[config.mk]
export PLATFORM = sky130hd
export DESIGN_NAME = integrator_scheduler
export DESIGN_NICKNAME = d
export VERILOG_FILES = /design/src/rtl/integrator_scheduler.sv
export SDC_FILE = /design/constraint.sdc
export NUM_CORES = 1
export LEC_CHECK = 0
export ABC_AREA = 1
export CAP_MARGIN = 20
export CELL_PAD_IN_SITES_DETAIL_PLACEMENT = 0
export CELL_PAD_IN_SITES_GLOBAL_PLACEMENT = 1
export CORE_AREA = 8 8 195 197
export CTS_CLUSTER_DIAMETER = 40
export DETAILED_ROUTE_END_ITERATION = 10
export DIE_AREA = 0 0 203 205
export HOLD_SLACK_MARGIN = 0.06
export PLACE_DENSITY_LB_ADDON = 0.1
export SYNTH_ARGS = -nofsm -noshare
export SYNTH_HDL_FRONTEND = slang
export SYNTH_SLANG_ARGS = --single-unit
[constraint.sdc]
create_clock -name clk -period 12.65 [get_ports clk]
set_input_delay 1.265 -clock clk [delete_from_list [all_inputs] [get_ports clk]]
set_output_delay 1.265 -clock clk [all_outputs]
set_load 0.01 [all_outputs]
[src/rtl/integrator_scheduler.sv]
`default_nettype none
// ============================================================================
// Module      : integrator_scheduler
// Description : Round-robin sequencer that shares one two-phase trapezoidal
//               integrator engine between NUM_CH sample channels.
// Revision    : 1.0 - initial release
// ============================================================================
module integrator_scheduler #(
  parameter int NUM_CH  = 3,
  parameter int DATA_W  = 32,
  parameter int TIMEOUT = 64
) (
  input  logic                     clk,
  input  logic                     reset,
  input  logic [NUM_CH-1:0]        req,
  input  logic [NUM_CH*DATA_W-1:0] sample_in,
  input  logic [NUM_CH-1:0]        clr,
  output logic [NUM_CH-1:0]        ack,
  output logic                     eng_clk_en,
  output logic                     eng_start,
  output logic [DATA_W-1:0]        eng_dataa,
  output logic [DATA_W-1:0]        eng_datab,
  input  logic                     eng_done,
  input  logic [DATA_W-1:0]        eng_result,
  output logic [NUM_CH*DATA_W-1:0] acc_out,
  output logic                     out_valid,
  output logic [2:0]               out_ch,
  output logic                     busy,
  output logic                     err_timeout
);

  localparam int CH_W  = (NUM_CH > 1) ? $clog2(NUM_CH) : 1;
  localparam int TMR_W = $clog2(TIMEOUT + 1);
  localparam logic [TMR_W-1:0] TMR_LAST = TMR_W'(TIMEOUT - 1);
  localparam logic [CH_W-1:0]  RR_RST   = CH_W'(NUM_CH - 1);

  typedef enum logic [1:0] {
    S_IDLE  = 2'd0,
    S_PRIME = 2'd1,
    S_RUN   = 2'd2,
    S_WRITE = 2'd3
  } state_t;

  state_t            state_q, state_d;
  logic [CH_W-1:0]   ch_q, ch_d;
  logic [CH_W-1:0]   rr_q, rr_d;
  logic [DATA_W-1:0] sample_q, sample_d;
  logic [DATA_W-1:0] result_q, result_d;
  logic [TMR_W-1:0]  timer_q, timer_d;
  logic              kill_q, kill_d;
  logic              err_q, err_d;

  logic [DATA_W-1:0] acc_q   [NUM_CH];
  logic [DATA_W-1:0] prev_q  [NUM_CH];
  logic [NUM_CH-1:0] first_q;

  logic [DATA_W-1:0] samp_w  [NUM_CH];
  logic              grant_vld;
  logic [CH_W-1:0]   grant_ch;
  logic              wr_upd;

  generate
    for (genvar gi = 0; gi < NUM_CH; gi++) begin : g_lane
      assign samp_w[gi]                    = sample_in[gi*DATA_W +: DATA_W];
      assign acc_out[gi*DATA_W +: DATA_W] = acc_q[gi];
    end
  endgenerate

  // Search starts one past the last served channel so every requester gets a turn.
  always_comb begin
    int cand;
    cand      = 0;
    grant_vld = 1'b0;
    grant_ch  = '0;
    for (int k = 1; k <= NUM_CH; k++) begin
      cand = int'(rr_q) + k;
      if (cand >= NUM_CH) cand = cand - NUM_CH;
      if (!grant_vld && req[CH_W'(cand)]) begin
        grant_vld = 1'b1;
        grant_ch  = CH_W'(cand);
      end
    end
  end

  always_comb begin
    state_d  = state_q;
    ch_d     = ch_q;
    rr_d     = rr_q;
    sample_d = sample_q;
    result_d = result_q;
    timer_d  = timer_q;
    kill_d   = kill_q;
    err_d    = err_q;
    case (state_q)
      S_IDLE: begin
        if (grant_vld) begin
          ch_d     = grant_ch;
          sample_d = samp_w[grant_ch];
          kill_d   = clr[grant_ch];
          timer_d  = '0;
          state_d  = first_q[grant_ch] ? S_WRITE : S_PRIME;
        end
      end
      S_PRIME: begin
        timer_d = '0;
        kill_d  = kill_q | clr[ch_q];
        state_d = S_RUN;
      end
      S_RUN: begin
        kill_d = kill_q | clr[ch_q];
        if (eng_done) begin
          result_d = eng_result;
          state_d  = S_WRITE;
        end else if (timer_q == TMR_LAST) begin
          err_d   = 1'b1;
          rr_d    = ch_q;
          kill_d  = 1'b0;
          state_d = S_IDLE;
        end else begin
          timer_d = timer_q + 1'b1;
        end
      end
      S_WRITE: begin
        rr_d    = ch_q;
        kill_d  = 1'b0;
        state_d = S_IDLE;
      end
      default: state_d = S_IDLE;
    endcase
  end

  always_ff @(posedge clk or posedge reset) begin
    if (reset) begin
      state_q  <= S_IDLE;
      ch_q     <= '0;
      rr_q     <= RR_RST;
      sample_q <= '0;
      result_q <= '0;
      timer_q  <= '0;
      kill_q   <= 1'b0;
      err_q    <= 1'b0;
    end else begin
      state_q  <= state_d;
      ch_q     <= ch_d;
      rr_q     <= rr_d;
      sample_q <= sample_d;
      result_q <= result_d;
      timer_q  <= timer_d;
      kill_q   <= kill_d;
      err_q    <= err_d;
    end
  end

  // A clear always wins over the write-back of an op on the same channel.
  assign wr_upd = (state_q == S_WRITE) && !kill_q;

  always_ff @(posedge clk or posedge reset) begin
    if (reset) begin
      for (int i = 0; i < NUM_CH; i++) begin
        acc_q[i]  <= '0;
        prev_q[i] <= '0;
      end
      first_q <= '1;
    end else begin
      for (int i = 0; i < NUM_CH; i++) begin
        if (clr[i]) begin
          acc_q[i]   <= '0;
          prev_q[i]  <= '0;
          first_q[i] <= 1'b1;
        end else if (wr_upd && (int'(ch_q) == i)) begin
          prev_q[i] <= sample_q;
          if (first_q[i]) first_q[i] <= 1'b0;
          else            acc_q[i]   <= result_q;
        end
      end
    end
  end

  always_comb begin
    eng_dataa = '0;
    eng_datab = '0;
    case (state_q)
      S_PRIME: eng_dataa = prev_q[ch_q];
      S_RUN: begin
        eng_dataa = sample_q;
        eng_datab = acc_q[ch_q];
      end
      default: begin
        eng_dataa = '0;
        eng_datab = '0;
      end
    endcase
  end

  assign ack         = ((state_q == S_IDLE) && grant_vld && !reset) ? (NUM_CH'(1) << grant_ch) : '0;
  assign eng_clk_en  = (state_q == S_PRIME) || (state_q == S_RUN);
  assign eng_start   = eng_clk_en;
  assign out_valid   = wr_upd && !clr[ch_q];
  assign out_ch      = 3'(ch_q);
  assign busy        = (state_q != S_IDLE);
  assign err_timeout = err_q;

endmodule
`default_nettype wire

==> metrics.cfg, run 1 <==
[clock_tree]
postCtsResizedCells=0
cts_tree=done
htree_levels=2
cts_buffer_depth=3
cts_hold_buf=0
path_clk_slew_ns=0.05
numClockSinks=274
clk_latency_ns=0.53
root_buffer=clkbuf_16
numCtsBuffers=44
postCtsSetupBuffers=0

[setup_path]
crit_slowest_cell=buf_4
critical_path_required_ns=11.39
reg2reg_to=acc_out[47]$_DFFE_PP0P_
worstReg2RegStart=ch_q[0]$_DFFE_PP0P_
crit_start=req[1]
slowest_delay_ns=0.58
cp_data_arrival_time_ns=4.01
critPathKind=primary input to output pin
crit_fanout=65
start_kind=primary input
r2r_slack_ns=8.38
critPathCaptureType=output pin
crit_chain=clkdlybuf4s50_1, inv_1, nand2_1, nand2_1, nand2_2, nand2_2, inv_1, o21ai_4, buf_4, inv_1, nand2_1, nor2_1, clkdlybuf4s50_1
endpoint=ack[2]
reg2regPathDepth=13

[final_layout]
final.fill_count=3387
synthToLayoutAreaGrowth_pct=35.7
post-route-util_pct=53.6
drive_above_1_share_pct=10.1
antennaDiodeCount=0
multi_input_area_um2=5430
seqCellArea_um2=6860
final_cells=2469
finish.net_count=2120
fin_area_um2=18700

[synth]
synth.distinct_cells=34
ys_top_cells_by_count=306 x nand2_1, 271 x inv_1, 270 x dfrtp_1
yosysTopAreaCellShare_pct=48.9
synth_ff_type=dfrtp_1
synth_area_leaders=dfrtp_1 49%, nand2_1 8.3%, inv_1 7.4%, o21ai_0 6.9%, nand3_1 6.0%
syn-num-nets=1857
async_flop_share_pct=100
synth_edf_count=0
ys_warn_count=0
synthCells=1711
yosysSeqAreaShare_pct=49.7
synth_area_leader_cell=dfrtp_1
synth-seq-cells=274
netlist_area_um2=13800
syn_avg_cell_area_um2=8.07
post-synth-top-count-cell=nand2_1

[power]
switchingPower_w=0.00187
p_leak_nw=8.43
cellPowerDensity_nw_per_um2=230
ir_drop_mv=0.177
comb_power_share_pct=43.7
intPower_w=0.00243
pwr-share-seq_pct=26.9
p_sw_share_pct=43.5
clkPwrFrac_pct=29.4

[grt]
antenna_found_initial=0
grt_usage_pct=23.5
grt-ovfl-total=0
grt_max_degree=83
grt_pass1_vias=13300
grt_pass1_wl_mm=77.6

[placement]
dp_slack_ns=7.35
place.gp.congestion=0.817
dp_hpwl_mm=31.4
portBuffers=306
place_area_um2=17100
place_inst=2388

[min_path]
min-delay-path-class=register to register
hold_start=err_timeout$_DFFE_PP0P_

[routing]
ant_nets=0
vias=12900
routed_wl_mm=49.6
vias_per_cell=5.22
first_pass_iters=4
drc_errors=0
drtIter0Drc=868
wl_per_cell_um=20.1

[run]
maxCapViolCount=0

[status]
status=completed

[sta]
setup_viol=0
slew_headroom_pct=30.8
report.final.slew_viol_count=0
timing.fmax_ghz=0.190
rsz0062_at_grt=no
min_period_ns=5.27
timing.final.crit_share_pct=41.7
finalWorstSetupSlack_ns=7.38
tightest_slew_ns=1.04
fin_skew_ns=0.0178
fin_setup_tns_ns=0
final_hold_viol_count=0

[die]
dieArea_um2=41600
core_area_um2=35000
pin_count=308
die_h_um=205
start_util_pct=39.5
die_w_um=203
rows=69

[final cells by class]
cell class                      count  area share (%)
Sequential cell                   274            36.6
Multi-Input combinational cell   1047            29.0
Timing Repair Buffer              329            17.4
Clock buffer                       51            6.29
Inverter                          278            5.61
Tap cell                          461            3.08
Clock inverter                     29            2.01
[kinds of logic (layout without fill, tap and decap cells)]
kind of cell    after synthesis  in the layout  synth area share, %
compound gates              405            405                 16.5
other cells                   1              1               0.0272
flops                       274            274                 49.7
simple gates                631            631                 21.6
buf+inv                     390            687                 11.3
xor+xnor                      1              1               0.0635
fa+ha+maj                     9              9                0.816
[stage by stage]
step / hold slack [ns] / power (W)
global placement: 0.450 / 0.00303
floorplan: 0.458 / 0.00250
CTS: 0.480 / 0.00434
global route: 0.513 / 0.00457
finish: 0.477 / 0.00430
detailed placement: 0.467 / 0.00306
[sequential cells by signal, indices dropped and copies added (netlist names)]
signal / count
timer_q: 7
prev_q: 96
state_q: 2
kill_q: 1
rr_q: 2
ch_q: 2
acc_out: 96
result_q: 32
first_q: 3
sample_q: 32
err_timeout: 1
[routing by layer]
metal  vias to the layer above  wire length [um]  share of wire [%]  track usage, %
li1                       6106                 -                  -               -
met1                      6269             22100                 44            31.5
met2                       449             23200                 47            38.6
met3                        68              3370                6.8            4.60
met4                         0               905                1.8            6.16
met5                         -                 0                  0               0
[power by group through the flow]
| stage | combinational [W] | clock, W | sequential, W |
|---|---|---|---|
| after detailed placement | 0.00189 | 0 | 0.00117 |
| after CTS | 0.00190 | 0.00128 | 0.00116 |
| after global routing | 0.00207 | 0.00132 | 0.00118 |
| final | 0.00188 | 0.00126 | 0.00116 |
| after floorplan | 0.00136 | 0 | 0.00114 |
| after global placement | 0.00187 | 0 | 0.00116 |
[layout by cell type, fill, tap and decap left out, drive strengths merged]
| cell type | Yosys | layout |
|---|---|---|
| a21oi | 71 | 71 |
| a22oi | 34 | 34 |
| a31oi | 3 | 3 |
| a41oi | 1 | 1 |
| buf | 47 | 23 |
| bufinv | 0 | 7 |
| clkbuf | 65 | 51 |
| clkdlybuf4s50 | 0 | 306 |
| clkinv | 0 | 12 |
| clkinvlp | 0 | 4 |
| conb | 1 | 1 |
| dfrtp | 270 | 270 |
| dfstp | 4 | 4 |
| ha | 9 | 9 |
| inv | 278 | 284 |
| nand2 | 348 | 348 |
| nand3 | 196 | 196 |
| nand3b | 1 | 1 |
| nand4 | 2 | 2 |
| nor2 | 78 | 78 |
| nor3 | 6 | 6 |
| o21a | 1 | 1 |
| o21ai | 205 | 205 |
| o221ai | 15 | 15 |
| o22ai | 73 | 73 |
| o31ai | 2 | 2 |
| xor2 | 1 | 1 |
[worst min-delay path by stage]
stage	to	cells past startpoint
floorplan	first_q[1]$_DFFE_PP1P_	2
global placement	err_timeout$_DFFE_PP0P_	2
detailed placement	err_timeout$_DFFE_PP0P_	2
CTS	err_timeout$_DFFE_PP0P_	2
global route	first_q[1]$_DFFE_PP1P_	2
finish	err_timeout$_DFFE_PP0P_	2
[critical path: cells and delay by family]
kind	cells	cell delay (ns)
buffers and inverters	6	2.00
AND/OR/NAND/NOR	6	0.63
AO/OA/AOI/OAI	1	0.12
Note: power is estimated with default switching activity, not from simulation.
==> inputs of run 2 (changes only) <==
- CORE_AREA: 8 8 195 197 -> 8 8 211 213
- DIE_AREA: 0 0 203 205 -> 0 0 219 221
- clock period: 12.65 -> 4.4 ns (I/O delays scaled with it)
==> metrics.cfg, run 2 (synthesis gave the netlist of run 1 again) <==
[clock_tree]
cts_hold_buf=0
clk_latency_ns=0.55
htree_levels=2
root_buffer=clkbuf_16
cts_buffer_depth=3
numClockSinks=274
postCtsResizedCells=0
numCtsBuffers=49
postCtsSetupBuffers=0
path_clk_slew_ns=0.06
cts_tree=done

[placement]
place_inst=2471
dp_slack_ns=1.07
dp_hpwl_mm=35.1
portBuffers=306
place.gp.congestion=0.771
place_area_um2=17300

[grt]
grt-ovfl-total=0
grt_pass1_vias=13200
grt_pass1_wl_mm=80.8
antenna_found_initial=0
grt_usage_pct=21.1
grt_max_degree=75

[die]
die_w_um=219
dieArea_um2=48400
rows=75
start_util_pct=33.4
die_h_um=221
core_area_um2=41300
pin_count=308

[sta]
tightest_slew_ns=0.982
slew_headroom_pct=34.4
timing.fmax_ghz=0.257
final_hold_viol_count=0
report.final.slew_viol_count=0
finalWorstSetupSlack_ns=0.508
min_period_ns=3.89
timing.final.crit_share_pct=88.4
setup_viol=0
fin_setup_tns_ns=0
fin_skew_ns=0.0138
rsz0062_at_grt=no

[routing]
wl_per_cell_um=20.4
drtIter0Drc=888
routed_wl_mm=52.4
vias_per_cell=5.05
first_pass_iters=7
ant_nets=0
vias=13000
drc_errors=0

[run]
maxCapViolCount=0

[status]
status=completed

[final_layout]
final_cells=2563
antennaDiodeCount=0
most-common-layout-cells=306 x nand2_1, 306 x clkdlybuf4s50_1, 270 x dfrtp_1
drive_above_1_share_pct=10.6
synthToLayoutAreaGrowth_pct=38.4
finish.net_count=2129
fin_area_um2=19100

[power]
ir_drop_mv=1.11
p_leak_nw=8.55
cellPowerDensity_nw_per_um2=680

[setup_path]
start_kind=register
critical_path_required_ns=3.96
crit_fanout=37
critPathCaptureType=output pin
cp_data_arrival_time_ns=3.45
critPathKind=register to output pin

[min_path]
min-delay-path-class=primary input to register

==> run 2: changes by cell type in the layout (fill, tap and decap cells not counted), moves of 2 or more <==
cell       before  now
inv_1         267  265
clkbuf_16      45   51
clkinv_1        0    2
buf_4          22   27
inv_8           3    0
nor2_4          4    6
nor2_2          4    2
bufinv_16       7   11
clkbuf_1        3    7
==> run 2: report_power, final <==
part           internal (W)  switching, W
logic               0.00166       0.00383
registers           0.00301      0.000336
clock network       0.00281       0.00135
total               0.00748       0.00552
==> run 2: path summary, 6_finish.rpt <==
path,slack (ns),to,depth (start not counted),startpoint
setup / recovery,0.51,ack[1],13,rr_q[0]$_DFFE_PP0P_
hold reg to reg,0.48,err_timeout$_DFFE_PP0P_,2,err_timeout$_DFFE_PP0P_
setup reg to reg,1.15,acc_out[5]$_DFFE_PP0P_,7,ch_q[0]$_DFFE_PP0P_
hold / removal,0.43,result_q[3]$_DFFE_PP0P_,3,eng_result[3]
min in group asynchronous,0.54,acc_out[92]$_DFFE_PP0P_,3,reset
max in group asynchronous,2.22,sample_q[13]$_DFFE_PP0P_,4,reset
==> run 2: per-layer routing <==
metal,vias to the layer above,part of all wire (%),GRT usage [%]
met4,0,1.9,5.30
met1,6370,45,28.7
met2,379,47,34.0
met3,70,5.9,4.11
met5,-,0,0
li1,6136,-,-
==> run 2: cell type report <==
type | count | area, um2
Fill cell | 4157 | 22200
Sequential cell | 274 | 6860
Multi-Input combinational cell | 1047 | 5440
Timing Repair Buffer | 333 | 3270
Clock buffer | 60 | 1330
Inverter | 278 | 1050
Tap cell | 539 | 674
Clock inverter | 32 | 483
==> run 2: critical path, cell delays in order, from the launching register on <==
cell,delay [ns]
dfrtp_1,0.41
inv_1,0.16
ha_1,0.46
inv_2,0.13
nand2_2,0.08
nand3_2,0.10
nand2_4,0.11
nand2_4,0.09
nor2_8,0.11
inv_2,0.05
nand2_4,0.08
nand2_4,0.26
nor3_1,0.28
clkdlybuf4s50_1,0.57
==> run 2: through the flow <==
step	total power [W]	util, %	hold slack (ns)
floorplan	0.00720	-	0.458
global placement	0.00890	41.9	0.462
detailed placement	0.00895	41.9	0.467
CTS	0.0132	46.3	0.395
global route	0.0138	46.3	0.421
finish	0.0130	46.3	0.429
==> variant 1, RTL diff (settings of run 2) <==
The parameter `DATA_W` goes from 32 to 48.
--- a/src/rtl/integrator_scheduler.sv
+++ b/src/rtl/integrator_scheduler.sv
@@ -9,3 +9,3 @@
   parameter int NUM_CH  = 3,
-  parameter int DATA_W  = 32,
+  parameter int DATA_W  = 48,
   parameter int TIMEOUT = 64
Interface: changed (5 resized); port bits go from 308 to 452. No check against the original RTL was run, so the function may have changed too.
==> variant 1 against run 2 <==
Non-clock buffer count increased by 152; design area increased by 38%; area after synthesis increased by 42%; power increased by 28%; worst setup slack improved by 0.028 ns; global-route usage increased by 8.4 points; routed wire length increased by 41%; sequential cell count increased by 128; sequential share of layout area increased by 2.4 points; largest power group unchanged; highest routed layer is now met5.
==> variant 1: results (changes against run 2) <==
[run_status]
status=finished clean

[setup_path]
critPathMaxFanout=63  ; +70%
cp.arrival_ns=3.42  ; -0.03 ns

[finish]
multi_input_cells=1510  ; +44%
antennaDiodeCount=1  ; +1
seq_cell_count=402  ; +47%
n_all_buffers=485  ; +46%
nNetsFinal=3027  ; +42%
drive_above_1_share_pct=6.43  ; -4.1 points
sh_seq_area_pct=38.3  ; +2.4 points
multi_input_area_mm2=0.00742  ; +36%
fillers=3626  ; -13%

[grt]
grt_first_pass_wirelength_mm=114  ; +40%
grtUsageMet1_pct=38.4  ; +9.7 points
antenna_found_initial=3  ; +3
grt_usage_pct=29.5  ; +8.4 points
grt_max_degree=152  ; +100%

[yosys]
synth-xor-area-share_pct=0.224  ; +0.16 points
synth-compound-area-share_pct=16.8  ; +0.33 points
synth_common_cells=nand2_1, dfrtp_1, inv_1

[route]
drt_first_iter_violations=1975  ; +120%
dr.pass1.iters=8  ; +1
wl_met1_mm=30.1  ; +26%
dr.max_layer_used=met5
routed_wl_mm=74.1  ; +41%
wl_met2_mm=35.0  ; +43%

[placement]
dp_hpwl_mm=47.3  ; +35%
placed_area_mm2=0.0243  ; +41%
gp_congestion=0.841  ; +9.1%

[cts]
clkLatencyLatePin_ns=0.61  ; +0.06 ns

[min_path]
hp-class=input pin to asynchronous set/reset pin

[power]
vdd_drop_max_mv=0.927  ; -17%

variant 1: path summary, 6_finish.rpt:
check	start	to	slack, ns	depth (start not counted)
hold reg to reg	err_timeout$_DFFE_PP0P_	err_timeout$_DFFE_PP0P_	0.47	2
setup reg to reg	rr_q[1]$_DFFE_PP1P_	sample_q[45]$_DFFE_PP0P_	1.11	17
max in group asynchronous	reset	acc_out[19]$_DFFE_PP0P_	2.41	4
setup / recovery	ch_q[0]$_DFFE_PP0P_	eng_dataa[16]	0.54	8
min in group clk	eng_result[34]	result_q[34]$_DFFE_PP0P_	0.39	3
hold / removal	reset	result_q[38]$_DFFE_PP0P_	0.21	2
variant 1: worst reg2reg max path: stages (launching register included):
cell     delay (ns)
dfstp_2        0.54
inv_1          0.07
ha_1           0.44
inv_2          0.11
nand2_1        0.08
nand3_2        0.08
nand2_2        0.11
nand2_2        0.10
inv_2          0.07
nand2_1        0.07
nand2_2        0.13
nand2_4        0.10
nor2_4         0.52
buf_4          0.41
nand2_1        0.10
nand3_1        0.18
nand2_1        0.07
inv_1          0.06
variant 1: cell families (layout without fill, tap and decap cells):
kind of cell               after synthesis  in the layout
AOI/OAI and AO/OA                      587            587
xor gates and xnor gates                 5              5
adders and majority gates                9              9
buffers and inverters                  538            948
DFF                                    402            402
other                                    1              2
and+or+nand+nor                        908            908
variant 1: power by group through the flow:
stage                     Sequential (W)  Clock (W)  Combinational [W]
after floorplan                  0.00482          0            0.00470
after global placement           0.00490          0            0.00692
after detailed placement         0.00493          0            0.00701
after CTS                        0.00487    0.00471            0.00707
after global routing             0.00496    0.00487            0.00778
final                            0.00488    0.00466            0.00713
variant 1: through the flow:
step,utilization (%),std cells
final,63.6,3400
after global routing,63.6,3400
after CTS,63.6,3398
after detailed placement,58.9,3298
after global placement,58.9,3298
after floorplan,-,2450
==> variant 2, RTL diff (flow settings as in run 2) <==
Without the edit above. `result_q` no longer has a reset.
--- a/src/rtl/integrator_scheduler.sv
+++ b/src/rtl/integrator_scheduler.sv
@@ -137,3 +137,2 @@
       sample_q <= '0;
-      result_q <= '0;
       timer_q  <= '0;
@@ -146,3 +145,2 @@
       sample_q <= sample_d;
-      result_q <= result_d;
       timer_q  <= timer_d;
@@ -151,2 +149,6 @@
     end
+  end
+
+  always_ff @(posedge clk) begin
+    result_q <= result_d;
   end
Function: same outputs for any inputs over 4 cycles, from zero or initial values and one cycle with reset high; that may be too few to reach the edited logic, so the function may still have changed.
==> variant 2 against run 2 <==
Critical path type unchanged; largest power group unchanged; design area down 2.7%; area after synthesis shrank 2.3%; first-iteration DRC count fell by 16%; routed wire length decreased by 3.6%; final cell count fell by 3.9%; combinational power shrank 12%; sequential cell count did not move; power is 8.7% lower; worst setup slack gained 0.096 ns.
==> variant 2: results (changes against run 2) <==
[setup_path]
cp.arrival_ns=3.36  ; -0.09 ns
critPathMaxFanout=37  ; unchanged
cp-startpoint=rr_q[1]$_DFFE_PP1P_
rrSetupSlack_ns=1.42  ; +0.27 ns
reg2reg_from=ch_q[0]$_DFFE_PP0P_

[grt]
grt_usage_pct=20.4  ; -0.68 points
grt_first_pass_wirelength_mm=78.0  ; -3.5%
grt_max_degree=160  ; +110%
grt_pass1_vias=12700  ; -3.2%
antenna_found_initial=0  ; unchanged

[yosys]
synth_common_cells=inv_1, dfrtp_1, nand3_1
seq_area_frac_synth_pct=52.1  ; +2.3 points
syn_nets=1756  ; -5.4%
async_flop_share_pct=88.3  ; -12 points
synth_cell_type_count=42  ; +24%
synth_edf_count=32  ; +32
ys.warnings.count=0  ; unchanged
synth_area_leaders=dfrtp_1, nand3_1, o21ai_0

[cts]
postCtsSetupBuffers=0  ; unchanged
clk_pin_slew_ns=0.06  ; about the same
cts_root_buffer=clkbuf_16
cts_htree_levels=2  ; unchanged
clkLatencyLatePin_ns=0.55  ; about the same
cts_resized=0  ; unchanged
clock_path_buffers=3  ; unchanged
numCtsBuffers=48  ; -2.0%

[placement]
port-buffer-count=306  ; unchanged
dp_hpwl_mm=33.1  ; -5.7%
dp_slack_ns=1.16  ; +0.0945 ns
placed_area_mm2=0.0169  ; -2.0%
gp_congestion=0.755  ; -2.0%

[route]
routed_wl_mm=50.5  ; -3.6%
dr.pass1.iters=7  ; unchanged
viasPerCell=5.05  ; -0.13%
postRouteAntennaNets=0  ; unchanged
drt_first_iter_violations=749  ; -16%

[run_status]
status=finished clean

[finish]
nNetsFinal=2031  ; -4.6%
antennaDiodeCount=0  ; unchanged
fillers=4155  ; -0.048%
drive_above_1_share_pct=9.51  ; -1.1 points

[timing]
holdWs_ns=0.270  ; -0.158 ns
fin_crit_sh_pct=86.3  ; -2.2 points
worst_pin_slew_ns=1.03  ; +0.0454 ns
finClkSkew_ns=0.0146  ; +0.000799 ns

[power]
vdd_drop_max_mv=0.802  ; -28%
power.leakage_nw=7.97  ; -6.7%

[min_path]
hp-class=input pin to asynchronous set/reset pin

variant 2: cell count changes after synthesis, moves of 9 or more:
cell | run 2 | this run
nand3_2 | 31 | 1
nand2_1 | 306 | 199
inv_1 | 271 | 259
nand2_2 | 37 | 25
nand4_1 | 2 | 11
clkbuf_1 | 65 | 49
edfxtp_1 | 0 | 32
dfrtp_1 | 270 | 238
o221ai_1 | 15 | 5
nand3_1 | 165 | 213
o21ai_1 | 15 | 24
variant 2: cell families after synthesis:
group / synth area share, %
flops: 52.1
fa+ha+maj: 0.835
other cells: 0.0278
compound gates: 16.7
simple gates: 18.8
buf+inv: 11.5
variant 2: final timing paths:
| check | cells after the start | endpoint |
|---|---|---|
| worst max-delay path | 13 | ack[1] |
| worst min-delay path | 2 | prev_q[61]$_DFFE_PP0P_ |
| worst max register to register | 8 | acc_out[46]$_DFFE_PP0P_ |
| worst min register to register | 2 | err_timeout$_DFFE_PP0P_ |
| max in group asynchronous | 3 | sample_q[15]$_DFFE_PP0P_ |
| min in group clk | 1 | result_q[24]$_DFFE_PP_ |
variant 2: routing by layer:
| layer | GRT usage, % | wire length, um |
|---|---|---|
| met1 | 28.0 | 23300 |
| met2 | 32.3 | 23000 |
| met5 | 0 | 0 |
| met3 | 4.84 | 3470 |
| met4 | 4.43 | 719 |
variant 2: area by class of cell:
type	instances	area [um^2]	area share (%)
sequential	274	7020	37.8
multi-input combinational	958	4950	26.6
timing repair buffer	331	3260	17.6
clock buffer	53	1250	6.73
inverter	272	1030	5.57
tap	539	674	3.63
clock inverter	37	397	2.13
variant 2: worst max-delay path, stage by stage (launching register included):
cell	delay [ns]
dfstp_2	0.55
inv_1	0.08
ha_1	0.48
inv_4	0.09
nand2_2	0.07
nand3_2	0.09
nand2_4	0.10
nand2_1	0.06
nand2_1	0.05
nand2_1	0.08
nand2_4	0.16
nand2_8	0.19
nor3_1	0.23
clkdlybuf4s50_1	0.57
variant 2: per-stage QoR:
stage / TNS (ns) / util [%] / std cells
after floorplan: -1.35 / - / 1610
after global routing: 0 / 45.0 / 2464
final: 0 / 45.0 / 2464
after detailed placement: 0 / 41.0 / 2374
after CTS: 0 / 45.0 / 2464
after global placement: 0 / 41.0 / 2374
variant 2: where the power goes:
part | switching [W] | total, W | internal (W)
combinational | 0.00337 | 0.00484 | 0.00147
sequential | 0.000257 | 0.00323 | 0.00297
clock | 0.00136 | 0.00379 | 0.00243
total | 0.00499 | 0.0119 | 0.00687
